<file path="src/rtl/sm_pkg.sv">
// Shared definitions for the route sequencer: turn codes, FSM states and
// the legality check applied to incoming route entries.
package sm_pkg;

    localparam logic [2:0] TURN_CLEAR    = 3'd0;
    localparam logic [2:0] TURN_STRAIGHT = 3'd1;
    localparam logic [2:0] TURN_UTURN    = 3'd4;
    localparam logic [2:0] TURN_RIGHT    = 3'd5;
    localparam logic [2:0] TURN_LEFT     = 3'd6;

    typedef enum logic [2:0] {
        ST_IDLE,
        ST_ARMED,
        ST_RUN,
        ST_HOLD,
        ST_DONE
    } state_t;

    function automatic logic isLegalCode(input logic [2:0] code);
        return (code == TURN_CLEAR) || (code == TURN_STRAIGHT) ||
               (code == TURN_UTURN) || (code == TURN_RIGHT)    ||
               (code == TURN_LEFT);
    endfunction

endpackage

</file>
<file path="src/rtl/sm_route_sequencer_if.sv">
// Valid/ready stream carrying route entries from the UART path planner.
interface sm_route_sequencer_if;

    logic       load_valid;
    logic       load_ready;
    logic [2:0] load_code;
    logic       load_last;

    modport master (output load_valid, load_code, load_last, input load_ready);
    modport slave  (input load_valid, load_code, load_last, output load_ready);

endinterface

</file>
<file path="src/rtl/sm_route_mem.sv">
// Route storage: DEPTH x 3 register file, synchronous write, asynchronous read.
module sm_route_mem #(
    parameter int DEPTH = 16,
    parameter int IDX_W = $clog2(DEPTH)
) (
    input  logic             clk,
    input  logic             we_i,
    input  logic [IDX_W-1:0] waddr_i,
    input  logic [2:0]       wdata_i,
    input  logic [IDX_W-1:0] raddr_i,
    output logic [2:0]       rdata_o
);

    logic [2:0] mem [DEPTH];

    always_ff @(posedge clk) begin
        if (we_i) begin
            mem[waddr_i] <= wdata_i;
        end
    end

    assign rdata_o = mem[raddr_i];

endmodule

</file>
<file path="src/rtl/sm_route_sequencer.sv">
// Feeds one stored turn code to the line follower per detected node and
// flags taskend once the route is exhausted.
module sm_route_sequencer
    import sm_pkg::*;
#(
    parameter int DEPTH       = 16,
    parameter int HOLD_CYCLES = 8,
    parameter int IDX_W       = $clog2(DEPTH)
) (
    input  logic                 clk,
    input  logic                 rst_n,
    sm_route_sequencer_if.slave  load,
    input  logic                 start_i,
    input  logic                 abort_i,
    input  logic [4:0]           node_count_i,
    output logic [2:0]           turn_o,
    output logic                 taskend_o,
    output logic [IDX_W-1:0]     route_idx_o,
    output logic                 busy_o,
    output logic                 error_o
);

    localparam int               HCW       = $clog2(HOLD_CYCLES + 1);
    localparam logic [IDX_W-1:0] LAST_ADDR = IDX_W'(DEPTH - 1);
    localparam logic [HCW-1:0]   HOLD_LOAD = HCW'(HOLD_CYCLES - 1);

    state_t           state_q,    state_d;
    logic [IDX_W-1:0] wrPtr_q,    wrPtr_d;
    logic [IDX_W:0]   len_q,      len_d;
    logic [IDX_W:0]   routeIdx_q, routeIdx_d;
    logic [4:0]       nodeCnt_q,  nodeCnt_d;
    logic [HCW-1:0]   holdCnt_q,  holdCnt_d;
    logic [2:0]       turn_q,     turn_d;
    logic             taskend_q,  taskend_d;
    logic             error_q,    error_d;

    logic             loadReady;
    logic             loadFire;
    logic             memWe;
    logic             nodeEvent;
    logic [IDX_W-1:0] memWaddr;
    logic [2:0]       memRdata;

    assign loadReady = (state_q == ST_IDLE) || (state_q == ST_DONE);
    assign loadFire  = load.load_valid && loadReady && !abort_i;
    // A reload after a finished route always restarts at slot 0.
    assign memWaddr  = (state_q == ST_DONE) ? '0 : wrPtr_q;
    assign nodeEvent = (node_count_i != nodeCnt_q);

    sm_route_mem #(
        .DEPTH (DEPTH),
        .IDX_W (IDX_W)
    ) u_mem (
        .clk     (clk),
        .we_i    (memWe),
        .waddr_i (memWaddr),
        .wdata_i (load.load_code),
        .raddr_i (routeIdx_q[IDX_W-1:0]),
        .rdata_o (memRdata)
    );

    always_ff @(posedge clk or negedge rst_n) begin
        if (!rst_n) begin
            state_q    <= ST_IDLE;
            wrPtr_q    <= '0;
            len_q      <= '0;
            routeIdx_q <= '0;
            nodeCnt_q  <= '0;
            holdCnt_q  <= '0;
            turn_q     <= TURN_CLEAR;
            taskend_q  <= 1'b0;
            error_q    <= 1'b0;
        end else begin
            state_q    <= state_d;
            wrPtr_q    <= wrPtr_d;
            len_q      <= len_d;
            routeIdx_q <= routeIdx_d;
            nodeCnt_q  <= nodeCnt_d;
            holdCnt_q  <= holdCnt_d;
            turn_q     <= turn_d;
            taskend_q  <= taskend_d;
            error_q    <= error_d;
        end
    end

    always_comb begin
        state_d    = state_q;
        wrPtr_d    = wrPtr_q;
        len_d      = len_q;
        routeIdx_d = routeIdx_q;
        nodeCnt_d  = nodeCnt_q;
        holdCnt_d  = holdCnt_q;
        turn_d     = turn_q;
        taskend_d  = taskend_q;
        error_d    = error_q;
        memWe      = 1'b0;

        if (abort_i) begin
            state_d    = ST_IDLE;
            turn_d     = TURN_CLEAR;
            routeIdx_d = '0;
            wrPtr_d    = '0;
            len_d      = '0;
            taskend_d  = 1'b0;
        end else begin
            unique case (state_q)
                ST_IDLE, ST_DONE: begin
                    if (loadFire) begin
                        if (!isLegalCode(load.load_code)) begin
                            error_d = 1'b1;
                        end else begin
                            memWe     = 1'b1;
                            taskend_d = 1'b0;
                            wrPtr_d   = memWaddr + 1'b1;
                            state_d   = ST_IDLE;
                            if (load.load_last || (memWaddr == LAST_ADDR)) begin
                                len_d   = {1'b0, memWaddr} + 1'b1;
                                state_d = ST_ARMED;
                                if (!load.load_last) begin
                                    error_d = 1'b1;
                                end
                            end
                        end
                    end
                end
                ST_ARMED: begin
                    if (start_i) begin
                        nodeCnt_d  = node_count_i;
                        routeIdx_d = '0;
                        turn_d     = TURN_STRAIGHT;
                        state_d    = ST_RUN;
                    end
                end
                ST_RUN: begin
                    if (nodeEvent) begin
                        nodeCnt_d = node_count_i;
                        if (routeIdx_q == len_q) begin
                            taskend_d = 1'b1;
                            turn_d    = TURN_CLEAR;
                            state_d   = ST_DONE;
                        end else begin
                            turn_d     = memRdata;
                            routeIdx_d = routeIdx_q + 1'b1;
                            holdCnt_d  = HOLD_LOAD;
                            state_d    = ST_HOLD;
                        end
                    end
                end
                ST_HOLD: begin
                    // Resampling the counter on exit swallows nodes seen while holding.
                    if (holdCnt_q == '0) begin
                        turn_d    = TURN_STRAIGHT;
                        nodeCnt_d = node_count_i;
                        state_d   = ST_RUN;
                    end else begin
                        holdCnt_d = holdCnt_q - 1'b1;
                    end
                end
                default: begin
                    state_d = ST_IDLE;
                end
            endcase
        end
    end

    assign load.load_ready = loadReady;
    assign turn_o          = turn_q;
    assign taskend_o       = taskend_q;
    assign route_idx_o     = routeIdx_q[IDX_W-1:0];
    assign busy_o          = (state_q == ST_RUN) || (state_q == ST_HOLD);
    assign error_o         = error_q;

endmodule

</file>
<file path="src/flat_wrapper.sv">
// flat-port wrapper written by rule: the top's interface ports become plain ports
module sm_route_sequencer_flat import sm_pkg::*;
#(
    parameter int DEPTH       = 16,
    parameter int HOLD_CYCLES = 8,
    parameter int IDX_W       = $clog2(DEPTH)
)
  (clk, rst_n, start_i, abort_i, node_count_i, turn_o, taskend_o, route_idx_o, busy_o, error_o, load_load_valid, load_load_code, load_load_last, load_load_ready);
  sm_route_sequencer_if load_i ();
  input  logic clk;
  input  logic rst_n;
  input  logic start_i;
  input  logic abort_i;
  input  logic [4:0] node_count_i;
  output logic [2:0] turn_o;
  output logic taskend_o;
  output logic [IDX_W-1:0] route_idx_o;
  output logic busy_o;
  output logic error_o;
  input wire logic [$bits(load_i.load_valid)-1:0] load_load_valid;
  input wire logic [$bits(load_i.load_code)-1:0] load_load_code;
  input wire logic [$bits(load_i.load_last)-1:0] load_load_last;
  output wire logic [$bits(load_i.load_ready)-1:0] load_load_ready;
  assign load_i.load_valid = load_load_valid;
  assign load_i.load_code = load_load_code;
  assign load_i.load_last = load_load_last;
  assign load_load_ready = load_i.load_ready;
  sm_route_sequencer #(.DEPTH(DEPTH), .HOLD_CYCLES(HOLD_CYCLES), .IDX_W(IDX_W)) u_core (.clk(clk), .rst_n(rst_n), .load(load_i), .start_i(start_i), .abort_i(abort_i), .node_count_i(node_count_i), .turn_o(turn_o), .taskend_o(taskend_o), .route_idx_o(route_idx_o), .busy_o(busy_o), .error_o(error_o));
endmodule
</file>
<file path="config.mk">
export PLATFORM = sky130hd
export DESIGN_NAME = sm_route_sequencer_flat
export DESIGN_NICKNAME = d
export VERILOG_FILES = /design/src/rtl/sm_pkg.sv /design/src/rtl/sm_route_sequencer_if.sv /design/src/rtl/sm_route_mem.sv /design/src/rtl/sm_route_sequencer.sv /design/src/flat_wrapper.sv
export SDC_FILE = /design/constraint.sdc
export NUM_CORES = 1
export LEC_CHECK = 0
export CAP_MARGIN = 25
export CORE_MARGIN = 5
export CORE_UTILIZATION = 40
export CTS_CLUSTER_SIZE = 30
export DETAILED_ROUTE_END_ITERATION = 12
export PLACE_DENSITY = 0.61
export SYNTH_ARGS = -nofsm -noshare
export SYNTH_HDL_FRONTEND = slang
export SYNTH_SLANG_ARGS = --single-unit
export TNS_END_PERCENT = 5
</file>
<file path="constraint.sdc">
create_clock -name clk -period 2.45 [get_ports clk]
set_clock_uncertainty 0.2 [all_clocks]
set_input_delay 0.49 -clock clk [delete_from_list [all_inputs] [get_ports clk]]
set_output_delay 0.49 -clock clk [all_outputs]
set_load 0.005 [all_outputs]
</file>
==> impl_results.md, run 1 <==
- Slew @ Worst Pin: 0.6091 ns
- Number of max-cap violations: 0
- P per Cell Area: 644.5 nW/um2
- Overflow after GRT: 0
- Fraction of layout cells with a size suffix above 1: 24.58%
- CP startpoint kind: register
- Hold Slack: 0.2887 ns
- CP max FO: 11
- DR WL/cell: 17.80 um
- HP Class: register to register
- Max Freq: 417.6 MHz
- Final Cell Area: 4746 um2
- Pwr Total: 3.059 mW
- Fin nets: 370
- Status: finished clean
- Critical Path Sink: load_load_ready
- Area contributors post-synth: edfxtp_1 37%, dfrtp_1 20%, mux4_2 6.3%
- Number of synthesis warnings: 0
- Crit path kind: register to primary output
- Ys flop type: edfxtp_1
- Reg2reg setup slack: 0.09 ns
- Setup_tns: 0 ns
- CP startpoint: u_core.state_q[0]
- Max Buffers Root-to-Sink: 2
- Ys async rst share: 39.24%
- Fin crit share: 97.74%
- Compound-gate portion of the synthesized area: 10.92%
- DP HPWL: 6241 um
- Row count: 36
- Initial core utilization: 40.68%
- Unrepaired setup endpoints after global routing: true
- Cell Area, Placed: 4452 um2
- Post-synthesis simple-gate area fraction: 13.08%
- GPL Wtd Cong: 0.8206
- R2R Path Start: u_core.state_q[0]
- Distinct cells, synth: 61
- WL final: 8667 um
- Post-Syn Area: 3940 um2
- CTS tree: built
- Syn avg cell area: 12.92 um2
- Post-Synth Adder-Cell Area: 1.905%
- Clock sinks: 79
- Vias: 2574
- Die X-Extent: 109.2 um
- Final setup viols: 0
- Largest area contributor in the netlist: edfxtp_1
- PortBufs: 24
- Overall routing resource usage: 15.84%
- Residual DRC: 0
- CP Data Required Time: 1.76 ns
- Mux cell area share after synthesis: 9.495%
- DR iter-0 viols: 256
- First-pass GRT wire length: 14080 um
- Pre-antenna DRT Iters: 4
- Initial antenna violation count: 0
- Worst-path clk slew: 0.08 ns
- Layout overhead on the synthesized area: 20.45%
- Worst relative slew slack: 59.08%
- Worst Setup End Kind: primary output
- H-tree depth: 3
- Worst skew pair latency: 0.36 ns
- XOR/XNOR share of the synthesized area: 3.112%
- Die H: 109.2 um
- Die ar.: 11930 um2
- Tmin final: 2.395 ns
- Number of global-route vias before repair: 2660
- Core Box Area: 9684 um2
- Number of synthesized flops with an enable pin: 48
- Syn nets: 325
- Leak: 1.741 nW
- Max Slew Vio Count: 0
- Antenna cell count: 0
- Reg2reg end: u_core.u_mem.mem[1][1]
- Worst reg2reg path depth: 7
- Register area share after synthesis: 56.27%
- Worst vdd ir: 0.2556 mV
- Clk root buf: clkbuf_8
- Fillers: 859
- CTS buffer count: 9
- CP arrival: 1.70 ns
- Vias per std cell: 5.285
- Fin util: 49.01%
- Post-Syn Instances: 305
- FF+latch count, synth: 79
- Largest family of logic cells by synthesized area: simple AND/OR/NAND/NOR gates
- # hold bufs at CTS: 0
- Antenna Nets Post-Route: 0
- Pin count of the biggest net entering global routing: 32
- Final Hold Viols: 0
- Top cell type's share of synthesized area: 36.58%
- I/O Pins: 25
[cells in the mapped netlist, drive strengths merged, types with 9 or more instances]
library cell,instances
a21oi,13
edfxtp,48
inv,18
buf,16
nor2,20
and2,13
nand3,9
dfrtp,31
xor2,13
mux4,11
nand2,16
[per-layer routing]
layer	vias to the layer above	GRT usage [%]	wire length [um]
li1	1224	-	-
met5	-	0	0
met1	1271	21.11	3800
met4	0	6.679	179
met3	15	3.020	397
met2	64	25.35	4289
[power breakdown]
part / switching [mW] / internal, mW
clock: 0.476 / 0.669
combinational: 0.203 / 0.191
sequential: 0.0392 / 1.48
total: 0.718 / 2.34
[worst min-delay path by stage]
stage | start | end | slack (ns) | depth (start not counted)
6_report | u_core.error_o | u_core.error_o | 0.29 | 1
5_1_grt | u_core.turn_o[2] | u_core.turn_o[2] | 0.33 | 1
3_3_place_gp | u_core.error_o | u_core.error_o | 0.27 | 1
2_1_floorplan | rst_n | u_core.error_o | -0.006 | 0
3_5_place_dp | u_core.turn_o[2] | u_core.turn_o[2] | 0.27 | 1
4_1_cts | u_core.turn_o[2] | u_core.turn_o[2] | 0.30 | 1
[cells by family (layout without fill, tap and decap cells)]
| family | count (synthesis) | in the layout |
|---|---|---|
| fa+ha+maj | 6 | 6 |
| buf+inv | 37 | 86 |
| compound gates | 58 | 58 |
| mux | 23 | 23 |
| simple gates | 88 | 88 |
| xor+xnor | 14 | 14 |
| flops | 79 | 79 |
[state kept, by name, indices dropped and copies added (netlist names)]
register	count
u_core.error_o	1
u_core.holdCnt_q	4
u_core.len_q	5
u_core.nodeCnt_q	5
u_core.routeIdx_q	5
u_core.state_q	3
u_core.taskend_o	1
u_core.turn_o	3
u_core.u_mem.mem	48
u_core.wrPtr_q	4
[timing repair]
action / in CTS / in global routing
buffers inserted: 0 / 0
endpoints found under the setup margin: 9 / 15
gates resized for setup: 2 / 10
[worst max-delay path, stage by stage (launching register included)]
cell,delay (ns)
dfrtp_1,0.38
buf_4,0.18
nor2_1,0.23
clkdlybuf4s50_1,0.56
[stage by stage]
stage / setup slack (ns) / std cells
global placement: -0.3047 / 472
finish: 0.05534 / 487
CTS: -0.03311 / 487
detailed placement: -0.2615 / 472
global route: -0.01564 / 487
floorplan: 0.04120 / 305
[layout make-up]
cell class                 count  area [um2]  area share (%)
clock buffer                   9       123.9           2.610
clock inverter                 6       110.1           2.320
inverter                      18       67.56           1.424
multi-input combinational    189        1578           33.25
sequential                    79        2217           46.72
tap                          133       166.4           3.506
timing repair buffer          53       483.0           10.18
[cell usage in the layout (no fill, tap or decap), types with 3 or more instances in the layout]
cell type,Yosys,layout
mux2i_1,7,7
dfrtp_1,31,31
nand2_1,15,15
clkbuf_8,0,9
and2_1,13,12
bufinv_16,0,3
o22ai_1,3,3
mux4_2,11,11
a21oi_1,12,12
nand3_1,8,7
inv_1,18,18
a221oi_1,3,3
xor2_1,13,13
nor3b_2,3,3
clkdlybuf4s50_1,0,24
buf_4,6,27
ha_1,6,4
edfxtp_1,48,48
nor2_1,19,19
mux2_2,5,5
a211oi_1,5,5
nand3b_1,3,3
o21ai_0,6,6
nor3_1,6,6
No activity file was read; power rests on OpenSTA's default activity.
==> run 2: changes to the inputs <==
- ABC_CLOCK_PERIOD_IN_PS: default -> 2200
- clock period: 2.45 -> 2.2 ns (I/O delays scaled with it)
==> run 2 against run 1 <==
Against the previous run:
- the flow now finishes with violations (negative setup slack)
- sequential cell count unchanged
- count of clock-buffer cells in the layout stayed put
- combinational power grew 33%
- first-iteration DRC count down 38%
- non-clock buffer count up 27
- utilization grew 2.8 points
- register-to-register slack got worse by 0.14 ns
- sequential share of layout area decreased by 2.5 points
- largest cell class unchanged
==> impl_results.md, run 2 (synthesized netlist as in run 1, its figures left out) <==
- Status: complete, but fails checks
- Failing checks: negative setup slack
- CP startpoint kind: register
- Initial antenna violation count: 0 (unchanged)
- Layout overhead on the synthesized area: 27.37%
- CTS tree: built
- Pre-antenna DRT Iters: 4 (unchanged)
- Worst-path clk slew: 0.08 ns (about the same)
- Row count: 36 (unchanged)
- Antenna cell count: 0 (unchanged)
- Most frequent cells in the layout: 51 x buf_4, 48 x edfxtp_1, 30 x dfrtp_1
- I/O Pins: 25 (unchanged)
- DR iter-0 viols: 160 (-38%)
- Fin nets: 397 (+7.3%)
- CP Data Required Time: 2.05 ns (+0.29 ns)
- Leak: 1.894 nW (+8.8%)
- Pin count of the biggest net entering global routing: 32 (unchanged)
- Residual DRC: 0 (unchanged)
- Grt met2 use: 26.01% (+0.66 points)
- Reg2reg end: u_core.u_mem.mem[14][1]
- Crit-path cells: buf_6 > or3b_4 > a21o_4 > nor2_4 > nand4_1 > nor2_2
- DP HPWL: 6563 um (+5.2%)
- PortBufs: 24 (unchanged)
- Vias: 2709 (+5.2%)
- H-tree depth: 3 (unchanged)
- R2R Path Start: u_core.state_q[0]
- Tmin final: 2.249 ns
- Fraction of layout cells with a size suffix above 1: 35.96% (+11 points)
- Worst Setup End Kind: register
- Placed cells: 493 (+4.4%)
- Commonest non-fill, non-tap cell in the layout: buf_4
- Fin crit share: 102.2%
- Overflow after GRT: 0 (unchanged)
- Max stage delay on crit path: 0.43 ns (-0.13 ns)
- DR WL/cell: 17.19 um (-3.4%)
- Critical path's slowest cell: or3b_4
- Slew @ Worst Pin: 0.4264 ns (-0.1827 ns)
- Max Buffers Root-to-Sink: 2 (unchanged)
- Number of global-route vias before repair: 2802 (+5.3%)
- Die ar.: 11930 um2 (unchanged)
- First-pass GRT wire length: 14520 um (+3.1%)
- Setup ws final: -0.04880 ns (-0.1041 ns)
- Grt peak-use layer: met2
- P per Cell Area: 646.7 nW/um2 (+0.34%)
- Die X-Extent: 109.2 um (unchanged)
- Non-Filler Instances: 514 (+5.5%)
- Number of max-cap violations: 0 (unchanged)
- CP arrival: 2.10 ns (+0.40 ns)
- Crit path kind: register to register
- WL final: 8837 um (+2.0%)
- CP max FO: 5 (-6)
- Overall routing resource usage: 16.25% (+0.42 points)
- M1 GR Usage: 21.55% (+0.44 points)
- Worst reg2reg path depth: 6 (-1)
- CP bufs+invs: 1 (-1)
- Initial core utilization: 40.68% (unchanged)
- GPL Wtd Cong: 0.8163 (-0.52%)
- CP top delay family: simple AND/OR/NAND/NOR gates
- M3 GR Usage: 2.487% (-0.53 points)
- Worst skew pair latency: 0.34 ns (-0.02 ns)
- Vias per std cell: 5.270 (-0.28%)
- Most flops, register: u_core.u_mem.mem
- Antenna Nets Post-Route: 0 (unchanged)
- Clock sinks: 79 (unchanged)
- HP Class: input pin to async pin
- Reg2reg setup slack: -0.05 ns (-0.14 ns)
- Die H: 109.2 um (unchanged)
- Worst vdd ir: 0.3391 mV (+33%)
- Max Freq: 444.7 MHz
- Final setup viols: 42 (+42)
- Final Hold Viols: 0 (unchanged)
- CTS buffer count: 9 (unchanged)
- Worst relative slew slack: 71.57% (+12 points)
- Max FFs per register: 48 (unchanged)
- Unrepaired setup endpoints after global routing: true
- Fin util: 51.82% (+2.8 points)
- Clk root buf: clkbuf_8
- Core Box Area: 9684 um2 (unchanged)
- Max Slew Vio Count: 0 (unchanged)
==> run 2: cell count changes in the layout (fill, tap and decap cells not counted), moves of 3 or more <==
| cell | change |
|---|---|
| and2_4 | +10 |
| inv_2 | +3 |
| buf_4 | +24 |
| inv_1 | -3 |
| nor2_4 | +3 |
| nor2_2 | +3 |
| nor2_1 | -6 |
| nor3b_2 | -3 |
| and2_1 | -9 |
| clkdlybuf4s50_1 | -3 |
| buf_6 | +3 |
| nor3b_4 | +3 |
==> run 2: how the worst max path moves through the flow <==
stage,start,end,slack [ns],cells past startpoint
after CTS,u_core.state_q[1],u_core.u_mem.mem[10][1],-0.04,6
after floorplan,u_core.state_q[0],u_core.state_q[0],-0.1,9
after global routing,u_core.state_q[0],u_core.u_mem.mem[14][1],-0.12,6
after global placement,load_load_code[2],u_core.u_mem.mem[7][2],-0.43,6
after detailed placement,load_load_code[2],u_core.u_mem.mem[5][1],-0.44,6
final,u_core.state_q[0],u_core.u_mem.mem[14][1],-0.05,6
==> run 2: layout make-up <==
cell class / count / area [um2]
inverter: 18 / 67.56
tap: 133 / 166.4
multi-input combinational: 189 / 1684
sequential: 79 / 2218
clock buffer: 9 / 123.9
clock inverter: 6 / 61.31
fill: 821 / 4666
timing repair buffer: 80 / 696.9
==> run 2: power breakdown <==
| group | leakage [nW] | internal (mW) | switching (mW) |
|---|---|---|---|
| Combinational | 0.968 | 0.270 | 0.253 |
| Sequential | 0.830 | 1.65 | 0.0452 |
| Clock | 0.0953 | 0.515 | 0.512 |
==> run 2: what timing repair did <==
item,4_1_cts,5_1_grt
pin swaps,9,14
buffers inserted,0,6
hold buffers,0,0
setup endpoints to repair,55,68
resized for setup,21,24
==> run 2: stage by stage <==
stage / TNS, ns / cell area (um2) / worst slack (ns) / hold WS (ns) / power (mW)
2_1_floorplan: -0.7823 / 3980 / -0.09703 / -0.05559 / 1.978
3_3_place_gp: -23.66 / 4633 / -0.4329 / 0.2609 / 2.187
3_5_place_dp: -24.48 / 4633 / -0.4386 / 0.2611 / 2.199
4_1_cts: -1.362 / 4893 / -0.04375 / 0.2832 / 3.245
5_1_grt: -3.673 / 5019 / -0.1184 / 0.3136 / 3.406
6_report: -0.7053 / 5019 / -0.04880 / 0.2824 / 3.245
==> run 2: routing by layer <==
layer	share of wire [%]	wire, um
met5	0	0
met4	2.5	221
met3	3.2	283
met2	50	4430
met1	44	3902
==> run 3: changes to the inputs <==
- CELL_PAD_IN_SITES_DETAIL_PLACEMENT: default -> 1
- CELL_PAD_IN_SITES_GLOBAL_PLACEMENT: default -> 2
- CORE_UTILIZATION: 40 -> 37
- PLACE_DENSITY: 0.61 -> 0.76
- SLEW_MARGIN: default -> 10
==> run 3 against run 2 <==
Against the previous run:
- the run still ends with negative setup slack left
- die area increased by 7.4%
- critical path depth unchanged
- highest routed layer unchanged
- clock power increased by 7%
- non-clock buffer count increased by 9
- largest cell class unchanged
- critical endpoint is now u_core.u_mem.mem[4][2]
- sequential share of layout area decreased by 0.81 points
==> impl_results.md, run 3 (synthesized netlist as in run 1, its figures left out) <==
- Status: complete, but fails checks
- Failing checks: negative setup slack
- Area of the multi-input gates: 1702 um2 (+1.0%)
- Pin count of the biggest net entering global routing: 32 (unchanged)
- Clk root buf: clkbuf_8
- Vias per std cell: 5.173 (-1.9%)
- Clock sinks: 79 (unchanged)
- Max stage delay on crit path: 0.47 ns (+0.04 ns)
- Row count: 37 (+2.8%)
- Fin crit share: 104.3% (+2.1 points)
- Gate power share: 16.4% (+0.3 points)
- P_sw: 0.8786 mW (+8.4%)
- Fraction of layout cells with a size suffix above 1: 37.85% (+1.9 points)
- Most frequent cells in the layout: 59 x buf_4, 48 x edfxtp_1, 31 x dfrtp_1
- WL final: 10150 um (+15%)
- Crit path kind: input pin to register
- Critical path's slowest cell: clkdlybuf4s50_1
- Leak: 1.924 nW (+1.6%)
- Register Area: 2217 um2 (about the same)
- Max FFs per register: 48 (unchanged)
- Tmin final: 2.295 ns (+0.04668 ns)
- Fin nets: 406 (+2.3%)
- Switching Fraction: 26.29% (+1.3 points)
- Vias: 2726 (+0.63%)
- Fillers: 1084 (+32%)
- Die X-Extent: 113.2 um (+3.6%)
- DR iter-0 viols: 141 (-12%)
- CP Data Required Time: 2.07 ns (+0.02 ns)
- Antenna Nets Post-Route: 0 (unchanged)
- First-pass GRT wire length: 16570 um (+14%)
- Cell Area, Placed: 4690 um2 (+1.2%)
- CTS buffer count: 9 (unchanged)
- Residual DRC: 0 (unchanged)
- Die ar.: 12810 um2 (+7.4%)
- Number of global-route vias before repair: 2990 (+6.7%)
- Initial antenna violation count: 0 (unchanged)
- Overall routing resource usage: 16.79% (+0.54 points)
- CP max FO: 4 (-1)
- Internal Power: 2.464 mW (+1.2%)
- Worst-path clk slew: 0.09 ns (about the same)
- H-tree depth: 3 (unchanged)
- Layout overhead on the synthesized area: 29.69%
- Most flops, register: u_core.u_mem.mem
- Worst vdd ir: 0.3652 mV (+7.7%)
- Antenna cell count: 0 (unchanged)
- Die H: 113.2 um (+3.6%)
- Crit-path cells: clkdlybuf4s50_1 > or3b_4 > a21oi_4 > nand3_4 > nor3b_4 > and2_4
- HP Class: input pin to async pin
- Worst skew pair latency: 0.36 ns (+0.02 ns)
- CP startpoint kind: input pin
- I/O Pins: 25 (unchanged)
- R2R Path Start: u_core.state_q[0]
- Worst relative slew slack: 68.07% (-3.5 points)
- Setup ws final: -0.09547 ns (-0.04668 ns)
- Pre-antenna DRT Iters: 4 (unchanged)
- Max Buffers Root-to-Sink: 2 (unchanged)
- CP startpoint: load_load_valid
- Clock Power Share: 32.8% (+1.1 points)
- Setup_tns: -1.660 ns (-0.9550 ns)
- Overflow after GRT: 0 (unchanged)
- Final Hold Viols: 0 (unchanged)
- P per Cell Area: 654.1 nW/um2 (+1.1%)
- Max Slew Vio Count: 0 (unchanged)
- PortBufs: 24 (unchanged)
- Initial core utilization: 37.99% (-2.7 points)
- Number of max-cap violations: 0 (unchanged)
- Commonest non-fill, non-tap cell in the layout: buf_4
- CP bufs+invs: 1 (unchanged)
- Final Cell Area: 5110 um2 (+1.8%)
- CTS tree: built
- DR WL/cell: 19.26 um (+12%)
- Worst Setup End Kind: register
- GPL Wtd Cong: 0.8631 (+5.7%)
- Final setup viols: 45 (+7.1%)
- DP HPWL: 7548 um (+15%)
- CP top delay family: simple AND/OR/NAND/NOR gates
- Max Freq: 435.6 MHz (-2.0%)
- Unrepaired setup endpoints after global routing: true
- Core Box Area: 10370 um2 (+7.1%)
- Slew @ Worst Pin: 0.4789 ns (+0.05251 ns)
- Fin util: 49.28% (-2.5 points)
- Sequential Power Share: 50.8% (-1.4 points)
- CP arrival: 2.16 ns (+0.06 ns)
[run 3: metal layers]
metal  global-route usage (%)  vias up  wire length (um)  part of all wire, %
li1                         -     1299                 -                    -
met1                    22.95     1374              4727                   47
met2                    27.53       46              4978                   49
met4                    4.167        0               107                  1.1
met3                    3.369        7               337                  3.3
met5                        0        -                 0                    0
[run 3: power groups by stage]
stage               Combinational [mW]  Sequential [mW]  Clock (mW)
finish                           0.549             1.70        1.10
global route                     0.600             1.71        1.21
CTS                              0.523             1.70        1.13
detailed placement               0.491             1.73           0
global placement                 0.480             1.72           0
floorplan                        0.260             1.72           0
[run 3: metrics by stage]
stage	setup slack (ns)	hold WS, ns	std cells	power [mW]
finish	-0.09547	0.2754	527	3.342
global route	-0.1481	0.3078	527	3.513
CTS	-0.05007	0.2771	522	3.352
detailed placement	-0.4726	0.2628	503	2.218
global placement	-0.4074	0.2586	503	2.202
floorplan	-0.09703	-0.05559	305	1.978
[run 3: layout make-up]
class                      count  share of cell area [%]
clock buffer                  10                   2.498
sequential                    79                   43.39
inverter                      18                   1.322
timing repair buffer          89                   14.84
tap                          136                   3.330
clock inverter                 6                   1.322
multi-input combinational    189                   33.30
[run 3: worst paths after layout]
| path | end | slack (ns) | cells after the start |
|---|---|---|---|
| max in group asynchronous | u_core.wrPtr_q[1] | 1.20 | 2 |
| setup / recovery | u_core.u_mem.mem[4][2] | -0.1 | 6 |
| setup reg to reg | u_core.u_mem.mem[4][2] | -0.07 | 6 |
| hold / removal | u_core.holdCnt_q[0] | 0.28 | 2 |
| min in group clk | u_core.error_o | 0.28 | 1 |
| hold reg to reg | u_core.error_o | 0.28 | 1 |
[run 3: timing repair]
action | CTS | global route
buffers inserted | 3 | 5
setup endpoints to repair | 61 | 66
pin swaps | 13 | 12
hold buffers | 0 | 0
resized for setup | 31 | 16
==> edit, RTL diff (config.mk and constraints of run 2) <==
Re-encode `state_t` (5 states) as one-hot, 5 bits wide.
--- a/src/rtl/sm_pkg.sv
+++ b/src/rtl/sm_pkg.sv
@@ -10,8 +10,8 @@
 
-    typedef enum logic [2:0] {
-        ST_IDLE,
-        ST_ARMED,
-        ST_RUN,
-        ST_HOLD,
-        ST_DONE
+    typedef enum logic [4:0] {
+        ST_IDLE  = 5'b00001,
+        ST_ARMED = 5'b00010,
+        ST_RUN   = 5'b00100,
+        ST_HOLD  = 5'b01000,
+        ST_DONE  = 5'b10000
     } state_t;
Check against the original RTL: same outputs for any inputs over 4 cycles, from zero or initial values and one cycle with rst_n low; so few cycles prove little.
==> edit against run 2 <==
- the run still ends with negative setup slack left
- via count grew 2.2%
- cell area grew 5.3%
- worst setup slack lost 0.28 ns
- area after synthesis shrank 0.38%
- wire length grew 3.5%
- sequential cell count grew 2
- total power grew 1.2%
==> edit: results <==
group,metric,value,unit
run_status,outcome,"finished, violations left",
run_status,failed_checks,"negative setup slack",
global_routing,grt_pass1_wl,15.09,mm
synth,synthMuxAreaShare,10.52,%
synth,synth.area.top_cells,"edfxtp_1 37%, dfrtp_1 20%, mux4_2 8.0%, xor2_1 3.1%, and2_1 3.0%",
setup_path,r2r_start,"u_core.state_q[3]",
setup_path,cp_slowest_stage_delay,0.53,ns
power,switching_share,24.08,%
global_routing,gr-usage-all-layers,17.05,%
hold_path,holdCritStartpoint,"u_core.error_o",
final_layout,finalNonFillerCells,530,
synth,ys_seq_area_share,57.79,%
route,wl_per_cell,17.26,um
clocking,htree_num_levels,3,
final_layout,drive_gt1_share,44.08,%
sta,finalSetupViolations,71,
clocking,post_cts_buffers,10,
placement,gp_congestion,0.8446,
placement,dpl.cell_count,503,
setup_path,cp_top_family,"simple AND/OR/NAND/NOR gates",
global_routing,grt_max_degree,34,
final_layout,nNetsFinal,412,
power,leakagePower,2.080,nW
setup_path,crit_fanout,4,
synth,yosys.area_share.xor_xnor,3.124,%
hold_path,hp-class,"register to register",
placement,dpl.hpwl,6.611,mm
synth,ys_async_sr_fraction,40.74,%
synth,ys_types,50,
setup_path,cpMaxStageDelayCell,"or4_4",
synth,synth_common_cells,"48 x edfxtp_1, 32 x dfrtp_1, 20 x nor2_1, 19 x and2_1, 17 x o21ai_0",
clocking,root_buffer,"clkbuf_8",
setup_path,worstPathArrival,2.40,ns
synth,synth_fp_nets,326,
sta,setup_ws,-0.3245,ns
synth,synthCells,306,
clocking,post_cts_resized,58,
route,drtIter0Drc,167,
final_layout,fill_cells,801,
clocking,clk_latency,0.36,ns
synth,synth-compound-area-share,8.129,%
route,num_vias,2769,
final_layout,largest_reg_flops,48,
synth,synthAdderAreaFrac,1.913,%
power,ir_drop,0.3363,mV
power,pg_comb,0.364,mW
global_routing,grt_pass1_vias,2861,
sta,worst_pin_slew,0.6133,ns
==> edit: final cells by class <==
type / count / share of cell area [%]
multi-input combinational: 192 / 32.84
tap: 133 / 3.149
clock inverter: 7 / 2.013
inverter: 14 / 0.9946
sequential: 81 / 42.98
timing repair buffer: 94 / 15.68
clock buffer: 9 / 2.344
==> edit: cell families (layout without fill, tap and decap cells) <==
family                   after synthesis  in the layout
AO/OA/AOI/OAI                         49             49
multiplexers                          23             23
adder cells (fa/ha/maj)                6              6
flip-flops                            81             81
XOR/XNOR                              14             14
buffers and inverters                 33            124
AND/OR/NAND/NOR                      100            100
==> edit: final timing paths <==
kind / cells after the start / to / slack (ns)
min in group asynchronous: 2 / u_core.nodeCnt_q[4] / 0.29
min reg2reg: 1 / u_core.error_o / 0.28
max in group asynchronous: 2 / u_core.state_q[0] / 1.17
max reg2reg: 8 / u_core.u_mem.mem[9][1] / -0.32
max: 8 / u_core.u_mem.mem[9][1] / -0.32
min: 1 / u_core.error_o / 0.28
==> edit: through the flow <==
| step | utilization (%) | setup TNS [ns] | setup slack, ns | power (mW) | instance area (um2) |
|---|---|---|---|---|---|
| after global placement | 49.19 | -35.25 | -0.6325 | 2.023 | 4763 |
| after global routing | 54.56 | -20.72 | -0.4274 | 3.426 | 5284 |
| after floorplan | - | -7.820 | -0.2030 | 1.852 | 4016 |
| final | 54.56 | -14.40 | -0.3245 | 3.283 | 5284 |
| after detailed placement | 49.19 | -40.66 | -0.7492 | 2.028 | 4763 |
| after CTS | 53.94 | -15.39 | -0.3451 | 3.298 | 5224 |
==> edit: routing by layer <==
metal,track usage (%),routed length [um],vias up
li1,-,-,1301
met1,22.66,4018,1367
met2,27.06,4416,76
met3,3.020,355,25
met4,8.206,355,0
met5,0,0,-
